File: src/rtl/mem_wb_pkg.sv
// ============================================================================
// Module   : mem_wb_pkg
// Brief    : Shared pipeline-register definitions: control bit roles, action
//            enum and the action-decode function used by every stage register.
// Revision : 1.0 - initial release
// ============================================================================
`default_nettype none

package mem_wb_pkg;

  // Offsets relative to a stage's STAGE index inside the control vector.
  localparam int c_STALL_OFS  = 0;  // this stage is stalled
  localparam int c_DSTALL_OFS = 1;  // downstream stage is stalled

  typedef enum logic [1:0] {
    ACT_LOAD   = 2'd0,
    ACT_HOLD   = 2'd1,
    ACT_BUBBLE = 2'd2,
    ACT_FLUSH  = 2'd3
  } act_e;

  // Priority: flush > bubble > hold > load.
  function automatic act_e decode_action(input logic flush_i,
                                         input logic stall_i,
                                         input logic dstall_i);
    act_e act;
    if (flush_i)                 act = ACT_FLUSH;
    else if (stall_i && !dstall_i) act = ACT_BUBBLE;
    else if (stall_i)            act = ACT_HOLD;
    else                         act = ACT_LOAD;
    return act;
  endfunction

endpackage

`default_nettype wire

File: src/rtl/mem_wb_pipe_sat_counter.sv
// ============================================================================
// Module   : sat_counter
// Brief    : Accumulating counter that clamps at all-ones instead of wrapping.
// Revision : 1.0 - initial release
// ============================================================================
`default_nettype none

module sat_counter #(
  parameter int W     = 32,
  parameter int INC_W = 1
) (
  input  logic             clk,
  input  logic             rst,
  input  logic [INC_W-1:0] inc,
  output logic [W-1:0]     count_o
);

  // One extra headroom region wide enough to detect any overflow of a single add.
  localparam int c_SW = W + INC_W;

  logic [c_SW-1:0] w_sum;
  logic [W-1:0]    count_d;
  logic [W-1:0]    count_q;

  // Next value: add the increment, clamp to all-ones on overflow.
  always_comb begin
    w_sum   = c_SW'(count_q) + c_SW'(inc);
    count_d = w_sum[W-1:0];
    if (w_sum[c_SW-1:W] != '0) count_d = '1;
  end

  // Counter register with asynchronous clear.
  always_ff @(posedge clk or posedge rst) begin
    if (rst) count_q <= '0;
    else     count_q <= count_d;
  end

  assign count_o = count_q;

endmodule

`default_nettype wire

File: src/rtl/mem_wb_pipe.sv
// ============================================================================
// Module   : mem_wb_pipe
// Brief    : MEM->WB pipeline register with multi-lane regfile writes, HI/LO
//            write, flush/bubble/hold control, write suppression, forwarding
//            lookup and saturating retire/bubble counters.
// Revision : 1.0 - initial release
// ============================================================================
`default_nettype none

module mem_wb_pipe
  import mem_wb_pkg::*;
#(
  parameter int DATA_W    = 32,
  parameter int REG_AW    = 5,
  parameter int NUM_LANES = 1,
  parameter int HILO_EN   = 1,
  parameter int CTRL_W    = 6,
  parameter int STAGE     = 4,
  parameter int CNT_W     = 32
) (
  input  logic                        clk,
  input  logic                        rst,
  input  logic [CTRL_W-1:0]           control,
  input  logic                        flush,
  input  logic [NUM_LANES-1:0]        in_valid,
  input  logic [NUM_LANES*REG_AW-1:0] in_dest,
  input  logic [NUM_LANES-1:0]        in_we,
  input  logic [NUM_LANES*DATA_W-1:0] in_wdata,
  input  logic                        in_hilo_we,
  input  logic [DATA_W-1:0]           in_hi,
  input  logic [DATA_W-1:0]           in_lo,
  output logic [NUM_LANES-1:0]        out_valid,
  output logic [NUM_LANES*REG_AW-1:0] out_dest,
  output logic [NUM_LANES-1:0]        out_we,
  output logic [NUM_LANES*DATA_W-1:0] out_wdata,
  output logic                        out_hilo_we,
  output logic [DATA_W-1:0]           out_hi,
  output logic [DATA_W-1:0]           out_lo,
  input  logic [REG_AW-1:0]           fwd_addr,
  output logic                        fwd_hit,
  output logic [DATA_W-1:0]           fwd_data,
  output logic [CNT_W-1:0]            retire_cnt,
  output logic [CNT_W-1:0]            bubble_cnt
);

  localparam int c_INC_W = $clog2(NUM_LANES + 1);

  act_e                        w_act;
  logic [NUM_LANES-1:0]        w_qual;
  logic [NUM_LANES-1:0]        w_we_capt;
  logic [c_INC_W-1:0]          w_pop;
  logic [c_INC_W-1:0]          w_retire_inc;
  logic                        w_bubble_inc;

  logic [NUM_LANES-1:0]        valid_d, valid_q;
  logic [NUM_LANES*REG_AW-1:0] dest_d,  dest_q;
  logic [NUM_LANES-1:0]        we_d,    we_q;
  logic [NUM_LANES*DATA_W-1:0] wdata_d, wdata_q;

  assign w_act = decode_action(flush,
                               control[STAGE + c_STALL_OFS],
                               control[STAGE + c_DSTALL_OFS]);

  // Qualify each lane's write; a later lane to the same register silences earlier ones.
  always_comb begin
    w_qual    = '0;
    w_we_capt = '0;
    w_pop     = '0;
    for (int i = 0; i < NUM_LANES; i++) begin
      w_qual[i] = in_we[i] & in_valid[i] & (in_dest[i*REG_AW +: REG_AW] != '0);
      w_pop     = w_pop + c_INC_W'(in_valid[i]);
    end
    for (int i = 0; i < NUM_LANES; i++) begin
      w_we_capt[i] = w_qual[i];
      for (int j = i + 1; j < NUM_LANES; j++) begin
        if (w_qual[j] && (in_dest[j*REG_AW +: REG_AW] == in_dest[i*REG_AW +: REG_AW]))
          w_we_capt[i] = 1'b0;
      end
    end
  end

  // Lane payload next-state selection by action.
  always_comb begin
    valid_d = valid_q;
    dest_d  = dest_q;
    we_d    = we_q;
    wdata_d = wdata_q;
    case (w_act)
      ACT_LOAD: begin
        valid_d = in_valid;
        dest_d  = in_dest;
        we_d    = w_we_capt;
        wdata_d = in_wdata;
      end
      ACT_BUBBLE, ACT_FLUSH: begin
        valid_d = '0;
        dest_d  = '0;
        we_d    = '0;
        wdata_d = '0;
      end
      default: ;
    endcase
  end

  // Lane payload registers.
  always_ff @(posedge clk or posedge rst) begin
    if (rst) begin
      valid_q <= '0;
      dest_q  <= '0;
      we_q    <= '0;
      wdata_q <= '0;
    end else begin
      valid_q <= valid_d;
      dest_q  <= dest_d;
      we_q    <= we_d;
      wdata_q <= wdata_d;
    end
  end

  assign out_valid = valid_q;
  assign out_dest  = dest_q;
  assign out_we    = we_q;
  assign out_wdata = wdata_q;

  generate
    if (HILO_EN != 0) begin : g_hilo
      logic              hilo_we_d, hilo_we_q;
      logic [DATA_W-1:0] hi_d, hi_q, lo_d, lo_q;

      // HI/LO next-state; the write only counts when some lane is real.
      always_comb begin
        hilo_we_d = hilo_we_q;
        hi_d      = hi_q;
        lo_d      = lo_q;
        case (w_act)
          ACT_LOAD: begin
            hilo_we_d = in_hilo_we & (|in_valid);
            hi_d      = in_hi;
            lo_d      = in_lo;
          end
          ACT_BUBBLE, ACT_FLUSH: begin
            hilo_we_d = 1'b0;
            hi_d      = '0;
            lo_d      = '0;
          end
          default: ;
        endcase
      end

      // HI/LO registers.
      always_ff @(posedge clk or posedge rst) begin
        if (rst) begin
          hilo_we_q <= 1'b0;
          hi_q      <= '0;
          lo_q      <= '0;
        end else begin
          hilo_we_q <= hilo_we_d;
          hi_q      <= hi_d;
          lo_q      <= lo_d;
        end
      end

      assign out_hilo_we = hilo_we_q;
      assign out_hi      = hi_q;
      assign out_lo      = lo_q;
    end else begin : g_no_hilo
      assign out_hilo_we = 1'b0;
      assign out_hi      = '0;
      assign out_lo      = '0;
    end
  endgenerate

  // Forwarding lookup on registered lanes only; highest matching lane wins.
  always_comb begin
    fwd_hit  = 1'b0;
    fwd_data = '0;
    for (int i = 0; i < NUM_LANES; i++) begin
      if ((fwd_addr != '0) && we_q[i] && (dest_q[i*REG_AW +: REG_AW] == fwd_addr)) begin
        fwd_hit  = 1'b1;
        fwd_data = wdata_q[i*DATA_W +: DATA_W];
      end
    end
  end

  assign w_retire_inc = (w_act == ACT_LOAD) ? w_pop : '0;
  assign w_bubble_inc = (w_act == ACT_BUBBLE) || (w_act == ACT_FLUSH);

  sat_counter #(.W(CNT_W), .INC_W(c_INC_W)) u_retire_cnt (
    .clk     (clk),
    .rst     (rst),
    .inc     (w_retire_inc),
    .count_o (retire_cnt)
  );

  sat_counter #(.W(CNT_W), .INC_W(1)) u_bubble_cnt (
    .clk     (clk),
    .rst     (rst),
    .inc     (w_bubble_inc),
    .count_o (bubble_cnt)
  );

endmodule

`default_nettype wire

File: config.mk
export PLATFORM = sky130hd
export DESIGN_NAME = mem_wb_pipe
export DESIGN_NICKNAME = d
export VERILOG_FILES = /design/src/rtl/mem_wb_pkg.sv /design/src/rtl/mem_wb_pipe_sat_counter.sv /design/src/rtl/mem_wb_pipe.sv
export SDC_FILE = /design/constraint.sdc
export NUM_CORES = 1
export LEC_CHECK = 0
export ABC_AREA = 1
export BUFFER_PORTS_ARGS = -buffer_cell sky130_fd_sc_hd__buf_2
export CAP_MARGIN = 20
export CORE_AREA = 5 5 142 144
export CTS_CLUSTER_SIZE = 24
export DETAILED_ROUTE_END_ITERATION = 6
export DIE_AREA = 0 0 147 149
export GPL_TIMING_DRIVEN = 1
export PLACE_DENSITY_LB_ADDON = 0.12
export SLEW_MARGIN = 20
export SYNTH_ARGS = -nofsm -noshare
export SYNTH_HDL_FRONTEND = slang
export SYNTH_HIERARCHICAL = 1
export SYNTH_SLANG_ARGS = --single-unit
File: constraint.sdc
create_clock -name clk -period 4.4 [get_ports clk]
set_input_delay 0.88 -clock clk [delete_from_list [all_inputs] [get_ports clk]]
set_output_delay 0.88 -clock clk [all_outputs]
set_load 0.03 [all_outputs]
==> metrics.md <==
| Metric | Value |
|---|---|
| Final hold violation count | 0 |
| I/O pins | 319 |
| Hold path endpoint | out_hi[5] |
| Number of setup buffers added after CTS | 0 |
| Slew Limit Fails | 0 |
| Post-DP HPWL | 18,600 um |
| R2r startpoint | u_retire_cnt/count_o[0] |
| Global-route wire length before repair | 39,900 um |
| Vias in the first global route | 7,543 |
| Hold WS | 0.489 ns |
| First-pass DRT Iterations | 6 |
| Skew-Pair Late Insertion Delay | 0.42 ns |
| Crit path kind | in2out |
| Synthesized area | 8230 um2 |
| Row Count | 50 |
| Routed length per placed instance | 15.8 um |
| Hold_buf cts | 0 |
| DRC viols | 0 |
| Largest net degree at the start of global routing | 100 |
| Post-synthesis register bit count | 168 |
| Synthesis-to-finish area growth | 28.5% |
| Total number of vias | 7,734 |
| Hold Path Origin | out_hi[5] |
| Min cycle time layout | 3.05 ns |
| H-Tree Level Count | 4 |
| CTS clock-pin slew for the worst setup and hold paths | 0.06 ns |
| Setup violations, final | 0 |
| Final #Nets | 1,469 |
| R2R setup slack | 2.64 ns |
| Clock tree buffer depth | 2 |
| Cell Pwr Density | 386 nW/um2 |
| Synthesized netlist net count | 1,163 |
| Outcome | finished, final reports clean |
| Fin Clk Skew | 0.0126 ns |
| Die W | 147 um |
| Fraction of layout cells with a size suffix above 1 | 29.2% |
| RSZ-0062 raised after global routing | no |
| Syn Inst Count | 1,041 |
| # resized after CTS | 0 |
| TritonCTS clock tree | built |
| Crit path launch | fwd_addr[3] |
| P_leak | 0.00596 uW |
| Worst Hold Depth | 2 |
| CTS root buf | clkbuf_16 |
| Sink Count | 168 |
| Final GP Congestion | 0.855 |
| WP data required | 3.52 ns |
| GR Util All Layers | 22.8% |
| Antenna Nets Post-Route | 0 |
| R2R depth | 7 |
| Max_cap viols | 0 |
| Worst IR drop on VDD | 0.280 mV |
| Die Area | 21,900 um2 |
| Final WL | 25,100 um |
| Grt total ovfl | 0 |
| Inserted Clock Buffers | 17 |
| Antenna violations before repair | 1 |
| Slew @ Worst Pin | 1.03 ns |
| Hold Crit Class | reg2reg |
| DR vias/cell | 4.85 |
| Crit end category | primary output |
| Mean Syn Cell Area | 7.90 um2 |
| Distinct cell type count after synthesis | 28 |
| I/O Buffers | 314 |
| Part of the Yosys area used for sequential elements | 51.1% |
| Yosys warns | 6 |
| Starting DRT DRC Count | 405 |
| Crit-path slowest cell | nor3_1 |
| Crit path DAT | 2.17 ns |
| Fin crit share | 69.4% |
| Core area | 18,600 um2 |
| Initial Utilization | 44.3% |
| CP startpoint kind | input port |
| Fmax | 328 MHz |
| Setup TNS | 0 ns |
| Relative slew slack | 31.5% |
| CP peak stage delay | 0.35 ns |
| Die span in y | 149 um |
| Max FO, Critical Path | 33 |
| Reg2reg end | u_retire_cnt/count_o[29] |
| CP Cell Sequence | buf_2, inv_1, nand2_1, nand2_1, nor2_1, nand3_1, buf_4, nor3_1, buf_2 |
-- sequential cells by signal (all words and copies together), names as in the netlist --
register,cells
out_dest,5
u_retire_cnt/count_o,32
u_bubble_cnt/count_o,32
out_hilo_we,1
out_wdata,32
out_we,1
out_valid,1
out_lo,32
out_hi,32
-- worst max-delay path: cells and delay by family --
kind	cells	cell delay, ns
buffers and inverters	4	0.67
and+or+nand+nor	5	0.62
-- per-stage QoR --
step | total power (uW) | instances | cell area [um2] | setup slack (ns) | util [%]
6_report | 4080 | 1595 | 10600 | 1.35 | 56.9
5_1_grt | 4260 | 1594 | 10600 | 1.27 | 56.9
4_1_cts | 4130 | 1594 | 10600 | 1.39 | 56.9
3_5_place_dp | 2550 | 1562 | 9960 | 1.38 | 53.6
3_3_place_gp | 2540 | 1562 | 9960 | 1.36 | 53.6
2_1_floorplan | 2280 | 1041 | 8230 | 0.788 | -
-- Yosys cell counts --
library cell / n / share of area, %
o21ai_0: 17 / 1.0
nand2_4: 3 / 0.41
nor2_2: 8 / 0.61
a31o_2: 1 / 0.11
buf_2: 11 / 0.67
nand3_1: 122 / 7.4
o22ai_1: 2 / 0.15
ha_1: 4 / 0.61
buf_6: 8 / 1.1
nor2_4: 1 / 0.14
inv_2: 3 / 0.14
nand4_1: 6 / 0.46
buf_1: 4 / 0.18
nand3_4: 2 / 0.43
nor2_1: 82 / 3.7
nor3_1: 35 / 2.1
inv_1: 111 / 5.1
xor2_1: 14 / 1.5
xnor2_1: 8 / 0.85
buf_4: 1 / 0.091
nor2_8: 4 / 0.97
clkbuf_1: 13 / 0.59
nand3_2: 14 / 1.7
nand2_1: 361 / 16
dfrtp_1: 168 / 51
a21oi_1: 3 / 0.18
o21ai_1: 32 / 1.9
nand2_2: 3 / 0.23
-- metal layers --
metal | vias to the layer above | GRT usage, % | share of wire (%)
met4 | 2 | 7.18 | 2.1
met3 | 31 | 7.17 | 7.3
met1 | 3596 | 27.6 | 41
met5 | - | 0 | 0.072
met2 | 233 | 38.9 | 50
li1 | 3872 | - | -
-- layout by cell type, fill, tap and decap left out --
master | synthesis | layout
a21oi_1 | 3 | 2
a21oi_2 | 0 | 1
a31o_2 | 1 | 1
buf_2 | 11 | 314
buf_4 | 1 | 10
bufinv_16 | 0 | 3
clkbuf_16 | 0 | 17
clkinv_2 | 0 | 1
clkinv_4 | 0 | 1
clkinvlp_4 | 0 | 4
dfrtp_1 | 168 | 168
diode_2 | 0 | 1
ha_1 | 4 | 4
inv_1 | 111 | 110
inv_2 | 3 | 3
inv_4 | 0 | 1
inv_6 | 0 | 5
inv_8 | 0 | 1
nand2_1 | 361 | 361
nand2_2 | 3 | 3
nand2_4 | 3 | 3
nand3_1 | 122 | 122
nand3_2 | 14 | 14
nand3_4 | 2 | 2
nand4_1 | 6 | 6
nor2_1 | 82 | 82
nor2_2 | 8 | 8
nor2_4 | 1 | 1
nor2_8 | 4 | 4
nor3_1 | 35 | 35
o21ai_0 | 17 | 17
o21ai_1 | 32 | 32
o22ai_1 | 2 | 2
xnor2_1 | 8 | 8
xor2_1 | 14 | 14
-- worst max path at each step --
stage | to | cells after the start | slack, ns
floorplan | out_dest[0] | 1 | 0.79
global placement | fwd_data[1] | 9 | 1.36
detailed placement | u_retire_cnt/count_o[30] | 11 | 1.38
CTS | fwd_data[1] | 9 | 1.39
global route | fwd_data[1] | 9 | 1.27
finish | fwd_data[1] | 9 | 1.35
-- cell type report --
type | count | area (um2)
Sequential cell | 168 | 4200
Fill cell | 1819 | 8010
Multi-Input combinational cell | 722 | 3380
Inverter | 114 | 430
Clock buffer | 17 | 425
Antenna cell | 1 | 2.50
Clock inverter | 15 | 189
Tap cell | 234 | 293
Timing Repair Buffer | 324 | 1650
-- power by group --
| part | switching [uW] | internal [uW] |
|---|---|---|
| combinational | 528 | 220 |
| clock | 659 | 906 |
| sequential | 105 | 1660 |
| total | 1290 | 2790 |
-- logic make-up (layout without fill, tap and decap cells) --
group	after synthesis	after routing	synth area share, %
buffers and inverters	151	470	7.83
XOR/XNOR	22	22	2.34
flip-flops	168	168	51.1
adder cells (fa/ha/maj)	4	4	0.608
AO/OA/AOI/OAI	55	55	3.42
other	0	1	0
AND/OR/NAND/NOR	641	641	34.7
No activity file was read; power rests on OpenSTA's default activity.
